## src/rtl/digit_scan_pkg.sv

```systemverilog
// digit_scan_pkg: shared widths, default parameters and helper functions for digit_scan_mux
package digit_scan_pkg;
    localparam int NIBBLE_W     = 4;
    localparam int MAX_DIGITS   = 8;
    localparam int MAX_VAL_W    = NIBBLE_W * MAX_DIGITS;
    localparam int DEF_DIGITS   = 4;
    localparam int DEF_SCAN_DIV = 50000;
    localparam int DEF_GUARD    = 2;

    // One-hot digit select; callers truncate to their own digit count.
    function automatic logic [MAX_DIGITS-1:0] onehot(input logic [2:0] idx);
        return MAX_DIGITS'(1) << idx;
    endfunction

    // Leading-zero mask: walks down from the top digit, stops at the first
    // non-zero nibble or at a digit with its decimal point requested.
    // Digit 0 is never included.
    function automatic logic [MAX_DIGITS-1:0] lzb_mask(
        input logic [MAX_VAL_W-1:0]  value,
        input logic [MAX_DIGITS-1:0] dp,
        input int                    digits
    );
        logic [MAX_DIGITS-1:0] m;
        logic                  run;
        m   = '0;
        run = 1'b1;
        for (int k = MAX_DIGITS - 1; k > 0; k--) begin
            if (k < digits) begin
                run  = run && (value[k*NIBBLE_W +: NIBBLE_W] == '0) && !dp[k];
                m[k] = run;
            end
        end
        return m;
    endfunction
endpackage

```

## src/rtl/digit_scan_mux_scan_timer.sv

```systemverilog
// scan_timer: slot counter, digit index, guard/on slot decode and frame-end detection
module scan_timer
    import digit_scan_pkg::*;
#(
    parameter int DIGITS   = DEF_DIGITS,
    parameter int SCAN_DIV = DEF_SCAN_DIV,
    parameter int GUARD    = DEF_GUARD
) (
    input  logic                      clk,
    input  logic                      rst,
    output logic [$clog2(DIGITS)-1:0] idx_o,
    output logic [$clog2(DIGITS)-1:0] next_idx_o,
    output logic                      slot_on_o,
    output logic                      slot_end_o,
    output logic                      frame_end_o
);
    localparam int CW = $clog2(SCAN_DIV);
    localparam int IW = $clog2(DIGITS);
    localparam logic [0:0] ST_GUARD = 1'b0;
    localparam logic [0:0] ST_ON    = 1'b1;

    logic [CW-1:0] slot_cnt_q;
    logic [IW-1:0] idx_q;
    logic [0:0]    slot_state;
    logic          last_idx;

    assign slot_end_o  = slot_cnt_q == CW'(SCAN_DIV - 1);
    assign last_idx    = idx_q == IW'(DIGITS - 1);
    assign next_idx_o  = last_idx ? '0 : idx_q + IW'(1);
    assign frame_end_o = slot_end_o && last_idx;
    assign idx_o       = idx_q;
    assign slot_on_o   = slot_state == ST_ON;

    // Guard window at the start of each slot keeps all digits dark.
    always_comb slot_state = (slot_cnt_q < CW'(GUARD)) ? ST_GUARD : ST_ON;

    // Free-running slot counter; the digit index advances on each wrap.
    always_ff @(posedge clk or negedge rst) begin
        if (!rst) begin
            slot_cnt_q <= '0;
            idx_q      <= '0;
        end else begin
            slot_cnt_q <= slot_end_o ? '0 : slot_cnt_q + CW'(1);
            if (slot_end_o) idx_q <= next_idx_o;
        end
    end
endmodule

```

## src/rtl/digit_scan_mux.sv

```systemverilog
// digit_scan_mux: multiplexed display scan with double-buffered value load.
// Optional leading-zero blanking is enabled by defining DIGIT_SCAN_LZB_EN.
module digit_scan_mux
    import digit_scan_pkg::*;
#(
    parameter int DIGITS   = DEF_DIGITS,
    parameter int SCAN_DIV = DEF_SCAN_DIV,
    parameter int GUARD    = DEF_GUARD
) (
    input  logic                       clk,
    input  logic                       rst,
    input  logic [NIBBLE_W*DIGITS-1:0] val_in,
    input  logic [DIGITS-1:0]          dp_mask_in,
    input  logic [DIGITS-1:0]          blank_mask_in,
    input  logic                       load_valid,
    output logic                       load_ready,
    output logic [NIBBLE_W-1:0]        bin_out,
    output logic                       dp_en_out,
    output logic [DIGITS-1:0]          digit_en,
    output logic                       frame_tick
);
    localparam int IW = $clog2(DIGITS);
    localparam int VW = NIBBLE_W * DIGITS;

    logic [IW-1:0]       idx, next_idx;
    logic                slot_on, slot_end, frame_end;
    logic [VW-1:0]       act_val_q, pend_val_q, src_val;
    logic [DIGITS-1:0]   act_dp_q, act_blank_q, pend_dp_q, pend_blank_q;
    logic [DIGITS-1:0]   src_dp, commit_blank;
    logic                pend_full_q, accept, commit;
    logic [NIBBLE_W-1:0] bin_q;
    logic                dp_q;

    scan_timer #(
        .DIGITS  (DIGITS),
        .SCAN_DIV(SCAN_DIV),
        .GUARD   (GUARD)
    ) u_timer (
        .clk        (clk),
        .rst        (rst),
        .idx_o      (idx),
        .next_idx_o (next_idx),
        .slot_on_o  (slot_on),
        .slot_end_o (slot_end),
        .frame_end_o(frame_end)
    );

    assign accept = load_valid && !pend_full_q;
    assign commit = frame_end && pend_full_q;

`ifdef DIGIT_SCAN_LZB_EN
    assign commit_blank = pend_blank_q |
        DIGITS'(lzb_mask(MAX_VAL_W'(pend_val_q), MAX_DIGITS'(pend_dp_q), DIGITS));
`else
    assign commit_blank = pend_blank_q;
`endif

    // On a commit edge the output registers must see the incoming value, not the outgoing one.
    assign src_val = commit ? pend_val_q : act_val_q;
    assign src_dp  = commit ? pend_dp_q : act_dp_q;

    // Pending buffer accepts one value; it moves to the active set only at frame end.
    always_ff @(posedge clk or negedge rst) begin
        if (!rst) begin
            pend_full_q  <= 1'b0;
            pend_val_q   <= '0;
            pend_dp_q    <= '0;
            pend_blank_q <= '0;
            act_val_q    <= '0;
            act_dp_q     <= '0;
            act_blank_q  <= '1;
        end else begin
            if (accept) begin
                pend_val_q   <= val_in;
                pend_dp_q    <= dp_mask_in;
                pend_blank_q <= blank_mask_in;
                pend_full_q  <= 1'b1;
            end else if (commit) begin
                pend_full_q  <= 1'b0;
            end
            if (commit) begin
                act_val_q   <= pend_val_q;
                act_dp_q    <= pend_dp_q;
                act_blank_q <= commit_blank;
            end
        end
    end

    // Digit data changes only at slot boundaries, while the guard window holds the selects low.
    always_ff @(posedge clk or negedge rst) begin
        if (!rst) begin
            bin_q <= '0;
            dp_q  <= 1'b0;
        end else if (slot_end) begin
            bin_q <= src_val[{next_idx, 2'b00} +: NIBBLE_W];
            dp_q  <= src_dp[next_idx];
        end
    end

    // Common-electrode select: one-hot during the on window unless the digit is blanked.
    always_comb digit_en = (slot_on && !act_blank_q[idx]) ? DIGITS'(onehot(3'(idx))) : '0;

    assign load_ready = !pend_full_q;
    assign frame_tick = frame_end;
    assign bin_out    = bin_q;
    assign dp_en_out  = dp_q;
endmodule

```

## config.mk

```make
export PLATFORM = sky130hd
export DESIGN_NAME = digit_scan_mux
export DESIGN_NICKNAME = d
export VERILOG_FILES = /design/src/rtl/digit_scan_pkg.sv /design/src/rtl/digit_scan_mux_scan_timer.sv /design/src/rtl/digit_scan_mux.sv
export SDC_FILE = /design/constraint.sdc
export NUM_CORES = 1
export LEC_CHECK = 0
export CORE_MARGIN = 5
export CORE_UTILIZATION = 55
export CTS_CLUSTER_DIAMETER = 60
export DETAILED_ROUTE_END_ITERATION = 12
export PLACE_DENSITY = 0.77
export SETUP_SLACK_MARGIN = 0.1
export SYNTH_ARGS = -nofsm -noshare
export SYNTH_HDL_FRONTEND = slang
export SYNTH_HIERARCHICAL = 1
export SYNTH_SLANG_ARGS = --single-unit
```

## constraint.sdc

```tcl
create_clock -name clk -period 3.7 [get_ports clk]
set_input_delay 0.37 -clock clk [delete_from_list [all_inputs] [get_ports clk]]
set_output_delay 0.37 -clock clk [all_outputs]
set_load 0.05 [all_outputs]
```

==> summary.md, run 1 <==
| Metric | Value |
|---|---|
| Outcome | `finished clean` |
| Commonest cells after routing, fill and taps aside | `dfrtp_1, mux2_2, clkdlybuf4s50_1` |
| CP peak stage delay | `470 ps` |
| Setup crit start | `u_timer/slot_cnt_q[12]` |
| Synth Area in Adders | `less than 1%` |
| Hold buffers post-CTS | `0` |
| Critical path buffers and inverters | `0` |
| Most common cell after layout, fill and taps aside | `dfrtp_1` |
| Vias in the first global route | `between 1.5k and 2k` |
| Hold Path Class | `input port to asynchronous set/reset pin` |
| Worst R2R Setup Slack | `between 500 and 600 ps` |
| CTS root buf | `clkbuf_8` |
| Largest buffer count on any clock path | `2` |
| Worst Path Arrival | `3390 ps` |
| Post-synthesis compound-gate area fraction | `0.2411%` |
| Mapped Cells | `between 200 and 250` |
| Clk pin slew, worst setup/hold paths | `approximately 80 ps` |
| Final hold slack | `roughly 150 ps` |
| Placed cells | `316` |
| Final min period | `between 3000 and 4000 ps` |
| Critical path fanouts, max | `24` |
| Cell Area, Synth | `about 3100 um2` |
| Die span in y | `about 85 um` |
| Starting density of the core | `56.56%` |
| Nets@finish | `roughly 280` |
| Core Box Area | `between 5000 and 6000 um2` |
| Largest family of logic cells by synthesized area | `multiplexers` |
| Ant diodes | `0` |
| GP Congestion | `between 0.9 and 1` |
| Setup Buffers After CTS | `0` |
| Nature of the critical path endpoint | `register` |
| Register area share after synthesis | `roughly 58%` |
| Crit-path most repeated cell | `nand2_2` |
| Initial antenna violation count | `0` |
| Total gr overflow | `0` |
| Post-route DRC | `0` |
| H-tree levels | `3` |
| RSZ-0062 raised after global routing | `no` |
| Peak supply drop | `approximately 300 uV` |
| Setup TNS | `0 ps` |
| Largest net degree at the start of global routing | `42` |
| CP endpoint | `bin_out[0]` |
| Total GRT Usage | `between 15 and 20%` |
| Fmax achieved | `~0.31 GHz` |
| Post-Route WL | `about 5400 um` |
| Seq cells post-synth | `72` |
| Mux share of post-synthesis cell area | `between 20% and 30%` |
| Core Rows | `27` |
| Vias | `roughly 1.8k` |
| Tcrit/Tclk final | `85.91%` |
| Num CTS Buffers | `9` |
| Worst clock skew | `10.20 ps` |
| Warnings, synthesis | `6` |
| Worst Reg-to-Reg Cells | `8` |
| Vias per cell | `about 5.3` |
| Wire per inst | `16.30 um` |
| Clock Sink Count | `72` |
| Fin. Hold Viols | `0` |
| Post-route insts no fill | `between 300 and 400` |
| Static leakage | `~1.8 nW` |
| Share of cells above drive strength 1 | `33.46%` |
| CP top delay family | `simple AND/OR/NAND/NOR gates` |
| Slew margin rel. | `slightly above 40%` |
| First-pass GRT wire length | `9825 um` |
| Type of the worst setup path | `register to register` |
| PwrDens | `slightly below 400 nW/um2` |
| Yosys cell types | `26` |
| # fillers | `between 300 and 400` |
| Synth-to-layout area growth | `20.41%` |
| CP max-delay cell | `mux2_4` |
| Post-DP HPWL | `~3800 um` |
| Worst-Margin Slew | `about 880 ps` |
| I/O pins | `38` |
| R2r endpoint | `bin_out[0]` |
| Final setup viols | `0` |
| Die ar. | `just over 7000 um2` |
| Crit path cell chain | `nor4_4 -> nand2_2 -> nor4_2 -> and2_1 -> nand2_2 -> mux2_4 -> mux4_2 -> mux2_2` |
| CTS tree | `done` |
| DRC marker count from the first detailed-route iteration | `approximately 130` |
| Worst endpoint required time | `just under 4000 ps` |
| Maximum Capacitance Violations | `0` |
| Post-CTS sizing | `0` |
| Critical Path Start Type | `register` |
| Clock Latency Late Sink | `around 330 ps` |
| R2r startpoint | `u_timer/slot_cnt_q[12]` |
| Register Area | `around 1800 um2` |
| Xor/xnor cell area share of the yosys netlist | `3.937%` |
| Die X-Extent | `approximately 85 um` |
| Simple-gate area share of the yosys netlist | `9.642%` |
| PortBufs | `37` |
| Syn_nets | `240` |
| Avg Inst Size Synth | `approximately 15 um2` |
| Levels on crit path | `8` |
| Final ANT Viol Nets | `0` |
| Combined area of the multi-input logic cells | `between 1000 and 1500 um2` |
| Pre-antenna DRT Iters | `4` |
| Max Slew Vio Count | `0` |
registers in the layout, indices dropped and copies added, names as in the netlist:
signal	count
act_blank_q	4
act_dp_q	4
act_val_q	16
bin_out	4
commit_blank	4
dp_en_out	1
pend_dp_q	4
pend_full_q	1
pend_val_q	16
u_timer/idx_o	2
u_timer/slot_cnt_q	16
report_power, final:
part           switching [W]  internal, W  total [W]
registers         0.00000699     0.000800   0.000807
clock network       0.000275     0.000329   0.000604
logic              0.0000209    0.0000339  0.0000548
per-stage QoR:
step / util, % / cell area, um2 / setup slack [ps] / power, W
finish: 68.10 / 3750 / 521.5 / 0.001466
global route: 68.10 / 3750 / 298.9 / 0.001540
CTS: 68.10 / 3750 / 481.5 / 0.001490
detailed placement: 64.51 / 3552 / 506.8 / 0.0008791
global placement: 64.51 / 3552 / 572.3 / 0.0008772
floorplan: - / 3120 / 273.8 / 0.0008320
metal layers:
metal / share of wire [%] / wire [um] / vias to the layer above / track usage [%]
met5: 0 / 0 / - / 0
met4: 1.4 / 74 / 0 / 6.475
met3: 5.2 / 282 / 8 / 4.854
met2: 47 / 2561 / 43 / 26.98
met1: 46 / 2492 / 878 / 23.11
li1: - / - / 840 / -
cells in the mapped netlist:
| master | n | area [um2] |
|---|---|---|
| buf_6 | 3 | 33.78 |
| nor4bb_1 | 1 | 10.01 |
| nand2_1 | 7 | 26.28 |
| o21bai_1 | 1 | 7.510 |
| mux4_2 | 5 | 112.6 |
| inv_1 | 3 | 11.26 |
| and2_1 | 1 | 6.260 |
| nor2_1 | 13 | 48.80 |
| nor3_1 | 5 | 25.02 |
| nor4b_1 | 1 | 8.760 |
| nand4_1 | 7 | 43.79 |
| dfrtp_1 | 68 | 1702 |
| nand2_2 | 2 | 12.51 |
| mux2_2 | 37 | 416.7 |
| nor3b_1 | 1 | 7.510 |
| nor2b_1 | 2 | 12.51 |
| mux2_4 | 16 | 240.2 |
| mux2_1 | 2 | 22.52 |
| dfstp_2 | 4 | 105.1 |
| ha_1 | 2 | 25.02 |
| xor2_1 | 5 | 43.79 |
| nor4_4 | 2 | 42.54 |
| clkbuf_1 | 4 | 15.01 |
| xnor2_1 | 9 | 78.83 |
| nand3_1 | 5 | 25.02 |
| nor4_1 | 5 | 31.28 |
area by class of cell:
| cell class | count | share of cell area [%] |
|---|---|---|
| Multi-Input combinational cell | 129 | 33.50 |
| Clock buffer | 11 | 3.770 |
| Timing Repair Buffer | 40 | 10.34 |
| Inverter | 3 | 0.3003 |
| Sequential cell | 72 | 48.18 |
| Tap cell | 72 | 2.402 |
| Clock inverter | 5 | 1.502 |
kinds of logic after synthesis:
family	count (synthesis)
XOR/XNOR	14
buffers and inverters	10
adder cells (fa/ha/maj)	2
multiplexers	60
flip-flops	72
AO/OA/AOI/OAI	1
AND/OR/NAND/NOR	52
worst min-delay path by stage:
| stage | end | slack (ps) | cells after the start |
|---|---|---|---|
| 4_1_cts | act_val_q[5] | 180 | 1 |
| 6_report | act_val_q[5] | 150 | 1 |
| 2_1_floorplan | act_dp_q[0] | 70 | 0 |
| 5_1_grt | act_val_q[5] | 210 | 1 |
| 3_5_place_dp | act_dp_q[2] | 480 | 1 |
| 3_3_place_gp | act_val_q[0] | 480 | 1 |
Power figures use the tool's default switching activity.
==> run 2, diff against run 1 <==
--- a/config.mk
+++ b/config.mk
@@ -6,10 +6,11 @@
 export NUM_CORES = 1
 export LEC_CHECK = 0
 export CORE_MARGIN = 5
-export CORE_UTILIZATION = 55
+export CORE_UTILIZATION = 60
 export CTS_CLUSTER_DIAMETER = 60
 export DETAILED_ROUTE_END_ITERATION = 12
-export PLACE_DENSITY = 0.77
+export DONT_BUFFER_PORTS = 1
+export PLACE_DENSITY = 0.74
 export SETUP_SLACK_MARGIN = 0.1
 export SYNTH_ARGS = -nofsm -noshare
 export SYNTH_HDL_FRONTEND = slang
==> run 2 against run 1 <==
  * Fmax fell by 4.9%
  * Critical path type unchanged
  * Wire length decreased by 0.78%
  * Worst hold slack improved by 27 ps
  * Largest power group unchanged
==> summary.md, run 2 (synthesized netlist as in run 1, its figures left out) <==
| Metric | Value |
|---|---|
| Outcome | `finished clean` |
| Worst Reg-to-Reg Cells | `9` |
| Setup crit start | `u_timer/slot_cnt_q[10]` |
| Top sig layer | `met4` |
| Slew margin rel. | `around 14%` |
| Final ANT Viol Nets | `0` |
| Peak supply drop | `290.1 uV` |
| Die span in y | `between 80 and 90 um` |
| Post-route DRC | `0` |
| Critical Path Start Type | `register` |
| Vias per cell | `around 5.7` |
| R2r startpoint | `u_timer/slot_cnt_q[10]` |
| Num CTS Buffers | `9` |
| Core Box Area | `slightly above 5000 um2` |
| Pre-antenna DRT Iters | `4` |
| Fin util | `roughly two thirds` |
| Clock Latency Late Sink | `approximately 340 ps` |
| Die X-Extent | `just over 80 um` |
| Vias | `roughly 1.7k` |
| Vias in the first global route | `1889` |
| Met1 WL | `approximately 2400 um` |
| Biggest regs | `act_val_q: 16 flops, pend_val_q: 16 flops, u_timer/slot_cnt_q: 16 flops` |
| CTS tree | `done` |
| Worst-Margin Slew | `between 1000 and 1500 ps` |
| Fmax achieved | `between 0.2 and 0.3 GHz` |
| CP max-delay cell | `mux2_4` |
| I/O pins | `38` |
| Crit-path most repeated cell | `nand2_2` |
| Share of cells above drive strength 1 | `about two fifths` |
| Pwr Total | `approximately 0.0014 W` |
| Nets@finish | `roughly 250` |
| Post-Route WL | `between 5000 and 6000 um` |
| Worst endpoint required time | `3920 ps` |
| Most common cell after layout, fill and taps aside | `dfrtp_1` |
| Core Rows | `26` |
| Worst R2R Setup Slack | `360 ps` |
| Setup Buffers After CTS | `0` |
| Worst clock skew | `around 5.3 ps` |
| PortBufs | `0` |
| Starting density of the core | `roughly three fifths` |
| PwrDens | `between 400 and 500 nW/um2` |
| Tcrit/Tclk final | `between 90 and 100%` |
| CTS root buf | `clkbuf_8` |
| Post-route insts no fill | `~300` |
| Combined area of the multi-input logic cells | `approximately 1300 um2` |
| Clk pin slew, worst setup/hold paths | `approximately 70 ps` |
| Post-DP HPWL | `3735 um` |
| Fin. Hold Viols | `0` |
| GP Congestion | `roughly 0.80` |
| Static leakage | `1.630 nW` |
| Setup TNS | `0 ps` |
| Total GRT Usage | `18.48%` |
| Final min period | `3344 ps` |
| R2r endpoint | `dp_en_out` |
| Crit path cell chain | `nor3_1 -> nand2_2 -> nor4_2 -> buf_4 -> and2_1 -> nand2_2 -> mux2_4 -> mux4_2 -> mux2_2` |
| Clock Sink Count | `72` |
| Largest buffer count on any clock path | `2` |
| Final setup viols | `0` |
| Worst Path Arrival | `about 3600 ps` |
| Register Area | `between 1500 and 2000 um2` |
| Ant diodes | `0` |
| Placed cells | `279` |
| Synth-to-layout area growth | `10.49%` |
| Metal2 WL | `roughly 2600 um` |
| H-tree levels | `3` |
| CP endpoint | `dp_en_out` |
| Max Slew Vio Count | `0` |
| Largest net degree at the start of global routing | `73` |
| Die ar. | `between 6000 and 7000 um2` |
| Wire per inst | `18.14 um` |
| DRC marker count from the first detailed-route iteration | `just over 90` |
| CP peak stage delay | `about 470 ps` |
| Total gr overflow | `0` |
| First-pass GRT wire length | `~9000 um` |
| Met3 wire len | `around 250 um` |
| # fillers | `about 390` |
| Type of the worst setup path | `register to register` |
| Maximum Capacitance Violations | `0` |
| Hold Path Class | `input port to register` |
| Critical path fanouts, max | `24` |
| Initial antenna violation count | `0` |
| Nature of the critical path endpoint | `register` |
| Commonest cells after routing, fill and taps aside | `dfrtp_1, mux2_2, mux2_4` |
| RSZ-0062 raised after global routing | `no` |
## run 2: cell types whose count changed in the layout (fill, tap and decap cells not counted), sizes merged
| cell | delta |
|---|---|
| clkbuf | -1 |
| buf | +2 |
| dlygate4sd3 | +1 |
| clkinvlp | +1 |
| clkinv | -1 |
| clkdlybuf4s50 | -36 |
## run 2: repair_timing
action                                  in CTS  in global routing
endpoints found under the setup margin       0                  0
hold buffers                                 2                  0
hold endpoints to repair                    72                  0
resized for setup                            0                  0
## run 2: cell type report
type                       count  share of cell area (%)
timing repair buffer           7                   2.182
clock inverter                 5                   1.709
multi-input combinational    129                   37.02
tap                           70                   2.545
sequential                    72                   52.51
clock buffer                  10                   3.709
inverter                       3                  0.3273
## run 2: worst max-delay path: cells and delay by family, from the launching register on
family	cells	cell delay (ps)
and+or+nand+nor	5	1400
DFF	1	420
muxes	3	1200
buffers and inverters	1	200
## run 2: worst min-delay path by stage
stage	to	startpoint	depth (start not counted)
final	pend_val_q[15]	val_in[15]	1
after detailed placement	pend_val_q[14]	rst	0
after global placement	pend_val_q[10]	rst	0
after global routing	pend_val_q[11]	val_in[11]	1
after floorplan	act_dp_q[0]	rst	0
after CTS	pend_val_q[15]	val_in[15]	1
## run 2: through the flow
step	setup slack, ps	area [um2]	hold slack (ps)
global placement	459.4	3217	75.99
finish	356.1	3441	178.0
floorplan	273.8	3120	74.41
detailed placement	360.6	3217	75.82
global route	132.1	3441	155.0
CTS	327.9	3441	164.7
## run 2: where the power goes
part           switching [W]  internal (W)   total, W
logic              0.0000177     0.0000140  0.0000316
clock network       0.000273      0.000307   0.000580
registers         0.00000747      0.000800   0.000808
total               0.000298       0.00112    0.00142
## run 2: routing by layer
layer,vias up,GRT usage (%)
li1,775,-
met1,870,24.01
met2,42,28.27
met3,9,6.250
met4,0,7.973
met5,-,0
==> run 3, diff against run 2 <==
--- a/config.mk
+++ b/config.mk
@@ -5,7 +5,7 @@
 export SDC_FILE = /design/constraint.sdc
 export NUM_CORES = 1
 export LEC_CHECK = 0
-export CORE_MARGIN = 5
+export CORE_MARGIN = 2
 export CORE_UTILIZATION = 60
 export CTS_CLUSTER_DIAMETER = 60
 export DETAILED_ROUTE_END_ITERATION = 12
==> run 3 against run 2 <==
  * Sequential power hardly changed
  * Clock power is 4.8% higher
  * Largest power group unchanged
  * Die area down 14%
  * Via count shrank 0.77%
  * Critical path type unchanged
  * Count of clock-buffer cells in the layout grew 1
  * Combinational power increased by 1%
  * Worst setup slack improved by 13 ps
  * Non-clock buffer count stayed put
  * Flip-flop and latch count is the same
  * First-iteration DRC count down 48%
  * Worst hold slack lost 8.3 ps
==> summary.md, run 3 (synthesized netlist as in run 1, its figures left out) <==
| Metric | Value |
|---|---|
| Core Box Area | `a little over 5000 um2` |
| Nature of the critical path endpoint | `register` |
| Critical path fanouts, max | `24` |
| Clk pin slew, worst setup/hold paths | `about 70 ps` |
| H-tree levels | `3` |
| Worst clock skew | `5.442 ps` |
| Ant diodes | `0` |
| Post-DP HPWL | `around 3600 um` |
| Metal2 WL | `roughly 2500 um` |
| First-pass GRT wire length | `around 9000 um` |
| Clock Latency Late Sink | `350 ps` |
| Share of cells above drive strength 1 | `roughly 41%` |
| Num CTS Buffers | `9` |
| GP Congestion | `between 0.8 and 0.9` |
| Tcrit/Tclk final | `between 90% and 100%` |
| Starting density of the core | `around three fifths` |
| CTS root buf | `clkbuf_8` |
| Final min period | `between 3000 and 4000 ps` |
| Worst Path Arrival | `between 3000 and 4000 ps` |
| PortBufs | `0` |
| Met1 WL | `about 2400 um` |
| Nets@finish | `~250` |
| Vias | `~1.7k` |
| Die span in y | `76.05 um` |
| Setup TNS | `0 ps` |
| PwrDens | `419.7 nW/um2` |
| Most common cell after layout, fill and taps aside | `dfrtp_1` |
| Critical Path Start Type | `register` |
| Largest buffer count on any clock path | `2` |
| Fin util | `between 60% and 70%` |
| Die ar. | `~5800 um2` |
| Wire per inst | `approximately 18 um` |
| Total gr overflow | `0` |
| Total GRT Usage | `20.49%` |
| Post-route cell area | `~3500 um2` |
| I/O pins | `38` |
| Fin. Hold Viols | `0` |
| RSZ-0062 raised after global routing | `no` |
| Outcome | `finished clean` |
| Static leakage | `around 1.6 nW` |
| Max Slew Vio Count | `0` |
| Biggest regs | `act_val_q: 16 flops, pend_val_q: 16 flops, u_timer/slot_cnt_q: 16 flops` |
| Vias per cell | `around 5.7` |
| Final ANT Viol Nets | `0` |
| CTS tree | `done` |
| Commonest cells after routing, fill and taps aside | `dfrtp_1, mux2_2, mux2_4` |
| Synth-to-layout area growth | `10.85%` |
| Initial antenna violation count | `1` |
| Final hold slack | `about 170 ps` |
| Post-route DRC | `0` |
| Type of the worst setup path | `register to register` |
| Worst-Margin Slew | `1165 ps` |
| Pre-antenna DRT Iters | `4` |
| Hold Path Class | `input port to register` |
| Placed cell area | `3217 um2` |
| Top sig layer | `met5` |
| Slew margin rel. | `22.00%` |
| Worst endpoint required time | `approximately 3900 ps` |
| Fmax achieved | `approximately 0.3 GHz` |
| Maximum Capacitance Violations | `0` |
| Clock Sink Count | `just over 70` |
| Die X-Extent | `around 76 um` |
| Largest net degree at the start of global routing | `73` |
| Core Rows | `26` |
| Vias in the first global route | `1845` |
| Final setup viols | `0` |
| Peak supply drop | `~400 uV` |
| Post-Route WL | `between 5000 and 6000 um` |
| Met3 wire len | `approximately 280 um` |
| DRC marker count from the first detailed-route iteration | `47` |
-- run 3: cell count changes in the layout (fill, tap and decap cells not counted), sizes merged --
cell,change
clkinv,+1
clkinvlp,-1
clkbuf,+1
-- run 3: routing by layer --
layer	up-vias	track usage, %
li1	776	-
met1	861	26.26
met2	34	32.14
met3	10	8.175
met4	2	7.091
met5	-	0
-- run 3: final timing paths --
kind | endpoint | cells after the start | startpoint | slack, ps
worst min-delay path | commit_blank[1] | 1 | blank_mask_in[1] | 170
worst max-delay path | dp_en_out | 9 | u_timer/slot_cnt_q[12] | 370
max in group asynchronous | act_blank_q[2] | 2 | rst | 2800
min in group asynchronous | pend_val_q[1] | 2 | rst | 550
worst max register to register | dp_en_out | 9 | u_timer/slot_cnt_q[12] | 370
worst min register to register | act_val_q[8] | 1 | act_val_q[8] | 490
-- run 3: report_power, final --
group	internal [W]	switching, W
logic	0.0000140	0.0000181
registers	0.000800	0.00000791
clock network	0.000328	0.000280
-- run 3: cell type report --
| class | count | area (um2) |
|---|---|---|
| multi-input cells | 129 | 1274 |
| clock inverters | 5 | 56.30 |
| clock buffers | 11 | 141.4 |
| repair buffers | 7 | 75.07 |
| flip-flops and latches | 72 | 1807 |
| well taps | 70 | 87.58 |
| fillers | 344 | 1590 |
| inverters | 3 | 11.26 |
-- run 3: what timing repair did --
| item | CTS | global route |
|---|---|---|
| hold endpoints to repair | 72 | 0 |
| hold buffers | 2 | 0 |
| buffers inserted | 0 | 0 |
| gates resized for setup | 0 | 0 |
| endpoints found under the setup margin | 0 | 0 |
-- run 3: worst max-delay path: stages, from the launching register on --
cell and delay [ps]:
dfrtp_1 460, nor4_4 340, nand2_2 120, nor4_2 280, buf_4 200, and2_1 180, nand2_2 430, mux2_4 470
mux4_2 460, mux2_2 270
-- run 3: metrics by stage --
step	instances	power, W	worst slack, ps
2_1_floorplan	211	0.0008320	273.8
3_3_place_gp	279	0.0008347	469.4
3_5_place_dp	279	0.0008369	356.2
4_1_cts	297	0.001467	334.1
5_1_grt	297	0.001511	150.7
6_report	297	0.001449	369.4
